<file path="config.mk">
export PLATFORM = sky130hd
export DESIGN_NAME = thresholding_cfg_loader
export DESIGN_NICKNAME = d
export VERILOG_FILES = /design/src/rtl/thresholding_cfg_pkg.sv /design/src/rtl/thresholding_cfg_addr_cnt.sv /design/src/rtl/thresholding_cfg_loader.sv
export SDC_FILE = /design/constraint.sdc
export NUM_CORES = 1
export LEC_CHECK = 0
export BUFFER_PORTS_ARGS = -buffer_cell sky130_fd_sc_hd__buf_4
export CAP_MARGIN = 20
export CORE_MARGIN = 2
export CORE_UTILIZATION = 49
export CTS_CLUSTER_SIZE = 25
export DETAILED_ROUTE_END_ITERATION = 7
export HOLD_SLACK_MARGIN = 0.15
export PLACE_DENSITY = 0.84
export SLEW_MARGIN = 30
export SYNTH_ARGS = -nofsm -noshare
export SYNTH_HDL_FRONTEND = slang
export SYNTH_SLANG_ARGS = --single-unit
</file>
<file path="constraint.sdc">
create_clock -name clk -period 3.45 [get_ports clk]
set_clock_uncertainty 0.1 [all_clocks]
set_input_delay 0.69 -clock clk [delete_from_list [all_inputs] [get_ports clk]]
set_output_delay 0.69 -clock clk [all_outputs]
set_load 0.005 [all_outputs]
</file>
<file path="src/rtl/thresholding_cfg_pkg.sv">
// Shared types and address helpers for the thresholding core configuration path.
// Latency: none, holds only types and pure functions.
// Backpressure: not applicable.
//
// Contents:
//   cfg_state_e     loader FSM state encoding
//   cfg_addr_width  width of the packed core config address
//   pack_cfg_addr   channel/threshold -> packed core address
package thresholding_cfg_pkg;

  typedef enum logic {
    S_IDLE = 1'b0,
    S_LOAD = 1'b1
  } cfg_state_e;

  // Address is {cf, pe, t}; a field whose range has a single value gets zero bits.
  function automatic int cfg_addr_width(input int n, input int c, input int pe);
    return n + $clog2(pe) + $clog2(c / pe);
  endfunction

  // t in the low N bits, then the PE lane (c % pe), then the fold (c / pe).
  // When pe == 1 the lane term is always zero and the fold lands directly
  // above t; when c == pe the fold term is always zero.
  function automatic int unsigned pack_cfg_addr(input int unsigned n,
                                                input int unsigned pe,
                                                input int unsigned c,
                                                input int unsigned t);
    int unsigned a;
    a = t;
    a = a | ((c % pe) << n);
    a = a | ((c / pe) << (n + $clog2(pe)));
    return a;
  endfunction

endpackage

</file>
<file path="src/rtl/thresholding_cfg_addr_cnt.sv">
// Nested t/pe/cf wrap counter walking the threshold table in channel-major order.
// Latency: count visible the cycle after inc; last is combinational from the count.
// Backpressure: none, advances only when inc is high.
//
// Ports:
//   clk, rst   clock, synchronous active-high reset
//   clr        restart the walk at t=0, pe=0, cf=0
//   inc        advance one table entry
//   t, pe, cf  current threshold index, PE lane, fold
//   last       current entry is the final one of the table
module thresholding_cfg_addr_cnt #(
  parameter int N  = 4,
  parameter int PE = 2,
  parameter int CF = 3,
  parameter int PW = (PE > 1) ? $clog2(PE) : 1,
  parameter int FW = (CF > 1) ? $clog2(CF) : 1
) (
  input  logic          clk,
  input  logic          rst,
  input  logic          clr,
  input  logic          inc,
  output logic [N-1:0]  t,
  output logic [PW-1:0] pe,
  output logic [FW-1:0] cf,
  output logic          last
);

  localparam logic [N-1:0]  T_MAX  = N'((1 << N) - 2);
  localparam logic [PW-1:0] PE_MAX = PW'(PE - 1);
  localparam logic [FW-1:0] CF_MAX = FW'(CF - 1);

  always_ff @(posedge clk) begin
    if (rst || clr) begin
      t  <= '0;
      pe <= '0;
      cf <= '0;
    end else if (inc) begin
      if (t == T_MAX) begin
        t <= '0;
        if (pe == PE_MAX) begin
          pe <= '0;
          cf <= (cf == CF_MAX) ? '0 : cf + FW'(1);
        end else begin
          pe <= pe + PW'(1);
        end
      end else begin
        t <= t + N'(1);
      end
    end
  end

  assign last = (t == T_MAX) && (pe == PE_MAX) && (cf == CF_MAX);

endmodule

</file>
<file path="src/rtl/thresholding_cfg_loader.sv">
// Config sequencer: streams a full threshold table into the core and serves readbacks.
// Latency: cfg_* registered, one cycle after the accepting handshake; replies pass through combinationally.
// Backpressure: irdy high for the whole load; rd_rdy drops at RB_DEPTH outstanding; replies cannot be stalled.
//
// Ports:
//   start_vld/start_rdy  full-table load request (only when idle with no reads in flight)
//   done                 pulse together with the final table write
//   ivld/irdy/idat       threshold word stream
//   rd_vld/rd_rdy        readback request, rd_cnl channel, rd_idx threshold index
//   rd_ovld/rd_q         readback reply (copy of cfg_rack/cfg_q)
//   err                  sticky: a reply arrived with nothing outstanding
//   cfg_en/cfg_we/cfg_a/cfg_d  core config port; cfg_rack/cfg_q core reply
module thresholding_cfg_loader
  import thresholding_cfg_pkg::*;
#(
  parameter int K        = 10,
  parameter int N        = 4,
  parameter int C        = 6,
  parameter int PE       = 2,
  parameter int RB_DEPTH = 4
) (
  input  logic                                 clk,
  input  logic                                 rst,
  input  logic                                 start_vld,
  output logic                                 start_rdy,
  output logic                                 done,
  input  logic                                 ivld,
  output logic                                 irdy,
  input  logic [K-1:0]                         idat,
  input  logic                                 rd_vld,
  output logic                                 rd_rdy,
  input  logic [$clog2(C)-1:0]                 rd_cnl,
  input  logic [N-1:0]                         rd_idx,
  output logic                                 rd_ovld,
  output logic [K-1:0]                         rd_q,
  output logic                                 err,
  output logic                                 cfg_en,
  output logic                                 cfg_we,
  output logic [cfg_addr_width(N, C, PE)-1:0]  cfg_a,
  output logic [K-1:0]                         cfg_d,
  input  logic                                 cfg_rack,
  input  logic [K-1:0]                         cfg_q
);

  localparam int CF = C / PE;
  localparam int PB = $clog2(PE);
  localparam int AW = cfg_addr_width(N, C, PE);
  localparam int PW = (PE > 1) ? $clog2(PE) : 1;
  localparam int FW = (CF > 1) ? $clog2(CF) : 1;
  localparam int OW = $clog2(RB_DEPTH + 1);

  if (C % PE != 0) begin : g_cfg_check
    $error("thresholding_cfg_loader: C must be a multiple of PE");
  end

  cfg_state_e     state_q, state_d;
  logic [OW-1:0]  outst_q;
  logic           start_acc, word_acc, rd_acc, rack_ok;
  logic [N-1:0]   cnt_t;
  logic [PW-1:0]  cnt_pe;
  logic [FW-1:0]  cnt_cf;
  logic           cnt_last;
  logic [AW-1:0]  wr_addr, rd_addr;

  thresholding_cfg_addr_cnt #(
    .N  (N),
    .PE (PE),
    .CF (CF),
    .PW (PW),
    .FW (FW)
  ) u_cnt (
    .clk  (clk),
    .rst  (rst),
    .clr  (start_acc),
    .inc  (word_acc),
    .t    (cnt_t),
    .pe   (cnt_pe),
    .cf   (cnt_cf),
    .last (cnt_last)
  );

  // The counter already holds the table position split into fields, so the
  // write address is a plain field placement; single-value fields are skipped.
  always_comb begin
    wr_addr          = '0;
    wr_addr[N-1:0]   = cnt_t;
    if (PE > 1) wr_addr = wr_addr | (AW'(cnt_pe) << N);
    if (CF > 1) wr_addr = wr_addr | (AW'(cnt_cf) << (N + PB));
  end

  // Readback index is not range-checked: rd_idx = 2^N-1 goes to the core as is.
  assign rd_addr = AW'(pack_cfg_addr(N, PE, 32'(rd_cnl), 32'(rd_idx)));

  // State register
  always_ff @(posedge clk) begin
    if (rst) state_q <= S_IDLE;
    else     state_q <= state_d;
  end

  // Next state and handshake readies. Ready outputs are held low while rst is
  // asserted so nothing is accepted in a reset cycle. A pending start blocks
  // reads so the load wins a same-cycle tie.
  always_comb begin
    state_d   = state_q;
    irdy      = 1'b0;
    start_rdy = 1'b0;
    rd_rdy    = 1'b0;
    case (state_q)
      S_IDLE: begin
        start_rdy = !rst && (outst_q == '0);
        rd_rdy    = !rst && (outst_q < OW'(RB_DEPTH)) && !start_vld;
        if (start_vld && start_rdy) state_d = S_LOAD;
      end
      S_LOAD: begin
        irdy = !rst;
        if (ivld && irdy && cnt_last) state_d = S_IDLE;
      end
      default: state_d = S_IDLE;
    endcase
  end

  assign start_acc = start_vld && start_rdy;
  assign word_acc  = ivld && irdy;
  assign rd_acc    = rd_vld && rd_rdy;

  // Core port: one strobe per accepted item. Writes and reads are mutually
  // exclusive by state, so at most one of word_acc/rd_acc is ever set.
  always_ff @(posedge clk) begin
    if (rst) begin
      cfg_en <= 1'b0;
      cfg_we <= 1'b0;
      cfg_a  <= '0;
      cfg_d  <= '0;
      done   <= 1'b0;
    end else begin
      cfg_en <= word_acc || rd_acc;
      cfg_we <= word_acc;
      done   <= word_acc && cnt_last;
      if (word_acc) begin
        cfg_a <= wr_addr;
        cfg_d <= idat;
      end else if (rd_acc) begin
        cfg_a <= rd_addr;
      end
    end
  end

  // Outstanding readbacks. A reply with nothing in flight is flagged and does
  // not move the counter; it is never matched against a same-cycle request.
  assign rack_ok = cfg_rack && (outst_q != '0);

  always_ff @(posedge clk) begin
    if (rst) begin
      outst_q <= '0;
      err     <= 1'b0;
    end else begin
      if (cfg_rack && (outst_q == '0)) err <= 1'b1;
      case ({rd_acc, rack_ok})
        2'b10:   outst_q <= outst_q + OW'(1);
        2'b01:   outst_q <= outst_q - OW'(1);
        default: outst_q <= outst_q;
      endcase
    end
  end

  assign rd_ovld = cfg_rack;
  assign rd_q    = cfg_q;

endmodule

</file>
# ---- Word level (Yosys, flattened, before mapping)
# Cells that the tools add are included.
# W data, S select, Z words.
dict set report word_totals {
  reg_bits 32
  inputBits 33
  out_inout_bits 35
  elab_cells 62
}
dict set report classes {
  addsub 5
  magnitude_cmp 1
  n_eq_ne 4
  muxes 12
  bitwise_logic 5
  reduce_logical 24
}
# op n
set ops {}
lappend ops {{$logic_and A1 B1 Y1} 14}
lappend ops {{$mux W7} 2}
lappend ops {{$or A5 B7 Y7} 2}
lappend ops {{$or A4 B5 Y5} 2}
lappend ops {{$mux W1} 6}
lappend ops {{$pmux W3 S2} 1}
lappend ops {{$add A4 B1 Y4 const B} 1}
lappend ops {{$eq A2 B2 Y1 const B} 2}
lappend ops {{$eq A4 B4 Y1 const B} 1}
lappend ops {{$mux W4} 1}
lappend ops {{$reduce_bool A2 Y1} 2}
lappend ops {{$add A3 B1 Y3 const B} 1}
lappend ops {{$logic_not A3 Y1} 1}
lappend ops {{$lt A3 B3 Y1 const B} 1}
lappend ops {{$reduce_and A3 Y1} 1}
lappend ops {{$reduce_bool A3 Y1} 1}
lappend ops {{$sub A3 B1 Y3 const B} 1}
lappend ops {{$add A2 B1 Y2 const B} 1}
lappend ops {{$eq A2 B1 Y1 const B} 1}
lappend ops {{$logic_not A1 Y1} 2}
lappend ops {{$logic_or A1 B1 Y1} 2}
lappend ops {{$mux W2} 1}
lappend ops {{$pmux W1 S2} 1}
lappend ops {{$reduce_and A2 Y1} 1}
lappend ops {{other kinds (2)} 2}

# ---- Depth between registers and ports, before layout
dict set report logic_depth {
  depth_word 7
  ltp_mapped 10
  depth_no_buf 9
}

# ---- By module
# A second synthesis with hierarchy kept.
dict set report hier_totals {
  cells_unflattened 179
  hier_area_um2 1496.4
}
# module n_inst cells_per_inst area_each_um2 seq_area_each_um2
set modules_own_cells {}
lappend modules_own_cells {thresholding_cfg_loader 1 138 1151.1 500.5}
lappend modules_own_cells {thresholding_cfg_addr_cnt 1 41 345.3 140.1}

# ---- Worst setup path after synthesis
# Ideal clock, no wire load.
dict set report synth_path {
  path_kind {input to register}
  from {input port rst}
  to {register outst_q[2]}
  setup_ps 71
  t_arrival_ps 2357
  t_required_ps 3279
  slack_ps 922
  path_stages 10
  n_path_buf 1
  cell_sequence {or4_4 > buf_6 > clkinv_8 > nand2_1 > ha_1 > inv_1 > fa_1 > xor2_1 > or3_1 > a21oi_1}
}
dict set report synth_via {
  elab_chain_len 7
  word_cells_on_any_way 9
  classes_between {eq/ne (2); mux (2); reduce/logical (5)}
}
# item line
set synth_rtl {}
lappend synth_rtl {{start, declared} thresholding_cfg_loader.sv:23} ;# input logic rst,
lappend synth_rtl {{$logic_not A1 Y1 *} thresholding_cfg_loader.sv:111} ;# rd_rdy = !rst && (outst_q < OW'(RB_DEPTH)) && !start_vld;
lappend synth_rtl {{$logic_and A1 B1 Y1 * (2 in series)} thresholding_cfg_loader.sv:111}
lappend synth_rtl {{$mux W1 *} thresholding_cfg_loader.sv:108} ;# case (state_q)
lappend synth_rtl {{named net rd_rdy} thresholding_cfg_loader.sv:31} ;# output logic rd_rdy,
lappend synth_rtl {{$logic_and A1 B1 Y1 *} thresholding_cfg_loader.sv:124} ;# assign rd_acc = rd_vld && rd_rdy;
lappend synth_rtl {{$eq A2 B1 Y1 or $eq A2 B2 Y1 (tied branches)} thresholding_cfg_loader.sv:158} ;# case ({rd_acc, rack_ok})
lappend synth_rtl {{$pmux W3 S2 or $reduce_bool A2 Y1 (tied branches)} n/a}
lappend synth_rtl {{end signal, assigned} thresholding_cfg_loader.sv:159} ;# 2'b10: outst_q <= outst_q + OW'(1);
lappend synth_rtl {{end signal, assigned} thresholding_cfg_loader.sv:160} ;# 2'b01: outst_q <= outst_q - OW'(1);
lappend synth_rtl {{end signal, assigned} thresholding_cfg_loader.sv:161} ;# default: outst_q <= outst_q;
lappend synth_rtl {{end, declared} thresholding_cfg_loader.sv:57} ;# logic [OW-1:0] outst_q;
# Mark *: on every way through the listed nets, which the timed path passes. The rest lies on a longest branch.
# A chain may end at the register's enable or synchronous reset.

# ---- Worst setup path in the final report
dict set report layout_path {
  from {input port rst}
  to {output port rd_rdy}
}
dict set report layout_via {
  elab_chain_len 4
}
# item line
set layout_rtl {}
lappend layout_rtl {{$logic_not A1 Y1} thresholding_cfg_loader.sv:111}
lappend layout_rtl {{$logic_and A1 B1 Y1 (2 in series)} thresholding_cfg_loader.sv:111}
lappend layout_rtl {{$mux W1} thresholding_cfg_loader.sv:108}
lappend layout_rtl {{end, declared} thresholding_cfg_loader.sv:31}
# No other way between the ends.

==> run_results.csv <==
group,metric,value,unit
synth,yosys.area.top_type,"dfxtp_1",
floorplanning,core_area,0.00281,mm^2
sta,min_period_over_period,72.2,%
clock_tree,worstSkewPairLatency,0.33,ns
final_layout,final_nets,244,
critical_path,setup.worst_path.class,"primary input to output port",
critical_path,cp_data_required_time,2.66,ns
floorplanning,rows,19,
synth,ys_types,36,
drt,ant_nets,0,
synth,synth-edff-count,0,
place,dp.cells,233,
critical_path,endpoint_kind,"output port",
sta,slew_violations,0,
synth,synthFlopType,"dfxtp_1",
synth,post_synth_inst_count,172,
sta,rsz0062_at_grt,"no",
final_layout,diodes,0,
final_layout,area_delta_synth_final,22.2,%
final_layout,multi_input_area,666,um^2
clock_tree,ctsHoldBuffers,0,
place,place_area,0.00176,mm^2
sta,worstMarginPinSlew,0.363,ns
critical_path,path_max_fanout,27,
drt,viasPerCell,5.55,
final_layout,fillers,258,
clock_tree,tritoncts,"done",
floorplanning,die_area,0.00346,mm^2
place,place_ws,0.625,ns
floorplanning,die_height,58.8,um
grt,grt_pass1_vias,1299,
grt,grt_max_degree,28,
sta,postLayoutSetupSlackWorst,0.958,ns
floorplanning,ioPinCount,68,
clock_tree,clk_path_buf_depth,2,
clock_tree,postCtsSetupBuffers,0,
critical_path,cp.arrival,1.70,ns
synth,synth.top_cell.area_share,43.5,%
sta,hold_viol_final,0,
worst_hold_path,min_path_type,"flop to flop",
clock_tree,cts_resized,0,
sta,fmax,401,MHz
synth,async_flop_share,0,%
synth,syn_area,0.00147,mm^2
clock_tree,cts_root_buf,"clkbuf_4",
synth,syn_area_per_cell,8.57,um^2
synth,ys_ff_latch,32,
power,vdd_drop_max,288,uV
floorplanning,die_x,58.8,um
grt,grt_pass1_wl,5.78,mm
run,drv_cap,0,
drt,routed_wl,3.40,mm
sta,slew-limit-headroom,75.6,%
drt,routedWlPerCell,14.2,um
place,routabilityCongestion,0.739,
floorplanning,start_util,52.5,%
grt,met2_usage,35.2,%
power,p_leak,0.768,nW
run_status,status,"finished, violations left",
synth,yosysSeqAreaShare,43.5,%
grt,use_met3,11.2,%
drt,route.detailed.drc,4,
clock_tree,numCtsBuffers,5,
drt,vias,1331,
final_layout,ff_latch_area,641,um^2
final_layout,layout_commonest_cell,"buf_4",
drt,dr.pass1.iters,6,
clock_tree,cts.clk_slew.worst_paths,0.09,ns
synth,synthTopCellsByArea,"dfxtp_1 (43%), nand3b_1 (6.1%), nand2_1 (5.9%)",
sta,finalSetupViolCount,0,
final_layout,fin_cells,240,
power,powerDensity,492,mW/mm^2
drt,drt_iter0_drc,98,
critical_path,start_kind,"primary input",
grt,overflow,0,
place,dp_hpwl,2.53,mm
final_layout,postLayoutCellArea,0.00180,mm^2
clock_tree,cts.sinks,32,
run_status,violations,"design-rule violations",
sta,finalCriticalPeriod,2.49,ns
clock_tree,htree_levels,2,
sta,finalSetupTns,0,ns
grt,grtUsageTotal,22.3,%
grt,met1_usage,25.6,%
synth,syn_nets,207,
final_layout,final_cell_mix,"buf_4 (48), dfxtp_1 (32), nand2_1 (23)",
synth,ys.warnings.count,0,
place,io_buffers,47,
grt,antenna_found_initial,0,
grt,top_usage_layer,"met2",
final_layout,drive_gt1_share,28.7,%
sta,holdWs,0.379,ns
power breakdown:
group          switching [W]  total (W)  internal, W
logic               0.000124   0.000248     0.000124
clock network       0.000117   0.000192    0.0000749
registers          0.0000331   0.000447     0.000414
total               0.000275   0.000887     0.000612
flip-flops by register name, summed over array words and instances, names as in the netlist:
register  count
u_cnt.pe      1
cfg_we        1
u_cnt.t       4
cfg_d        10
done          1
u_cnt.cf      2
outst_q       3
cfg_a         7
cfg_en        1
state_q       1
err           1
layout make-up:
| cell class | count | area share, % |
|---|---|---|
| clock buffers | 6 | 2.29 |
| clock inverters | 1 | 0.278 |
| inverters | 10 | 2.78 |
| multi-input cells | 112 | 36.9 |
| flip-flops and latches | 32 | 35.6 |
| well taps | 31 | 2.15 |
| repair buffers | 48 | 20.0 |
worst max-delay path, stage by stage:
cell,delay [ns]
buf_4,0.19
or4_4,0.62
clkinv_8,0.09
buf_4,0.11
synthesized netlist by cell type, types with 2 or more instances:
cell type,instances
clkbuf_1,4
o21ai_1,2
nand2_1,23
nand3_1,8
a221oi_2,2
nor2_1,12
nor3_1,2
nand2b_1,2
o21ai_0,11
or3_1,3
buf_4,11
a31oi_1,2
a21oi_1,10
or4_1,3
a311oi_1,5
nand3b_1,12
xor2_1,2
o31ai_1,2
inv_1,8
dfxtp_1,32
metal layers:
layer / part of all wire [%] / vias up
met5: 0 / -
met4: 0.77 / 0
met3: 8.0 / 4
met2: 50 / 55
met1: 42 / 609
li1: - / 663
final timing paths:
check	start	to	slack [ns]	cells after the start
setup / recovery	rst	rd_rdy	0.96	4
hold / removal	cfg_d[0]	cfg_d[0]	0.38	2
setup reg to reg	outst_q[2]	outst_q[2]	1.15	9
hold reg to reg	cfg_d[0]	cfg_d[0]	0.38	2
cells by family (layout without fill, tap and decap cells):
logic type | Yosys count | after routing | synth area share [%]
fa+ha+maj | 2 | 2 | 2.21
simple gates | 72 | 72 | 25.9
xor+xnor | 2 | 2 | 1.19
compound gates | 36 | 36 | 15.9
buf+inv | 28 | 65 | 11.4
flops | 32 | 32 | 43.5
per-stage QoR:
step	power, W	utilization [%]
6_report	0.000887	64.2
5_1_grt	0.000951	64.2
4_1_cts	0.000896	64.2
3_5_place_dp	0.000703	62.6
3_3_place_gp	0.000692	62.6
2_1_floorplan	0.000603	-
No activity file was read; power rests on OpenSTA's default activity.
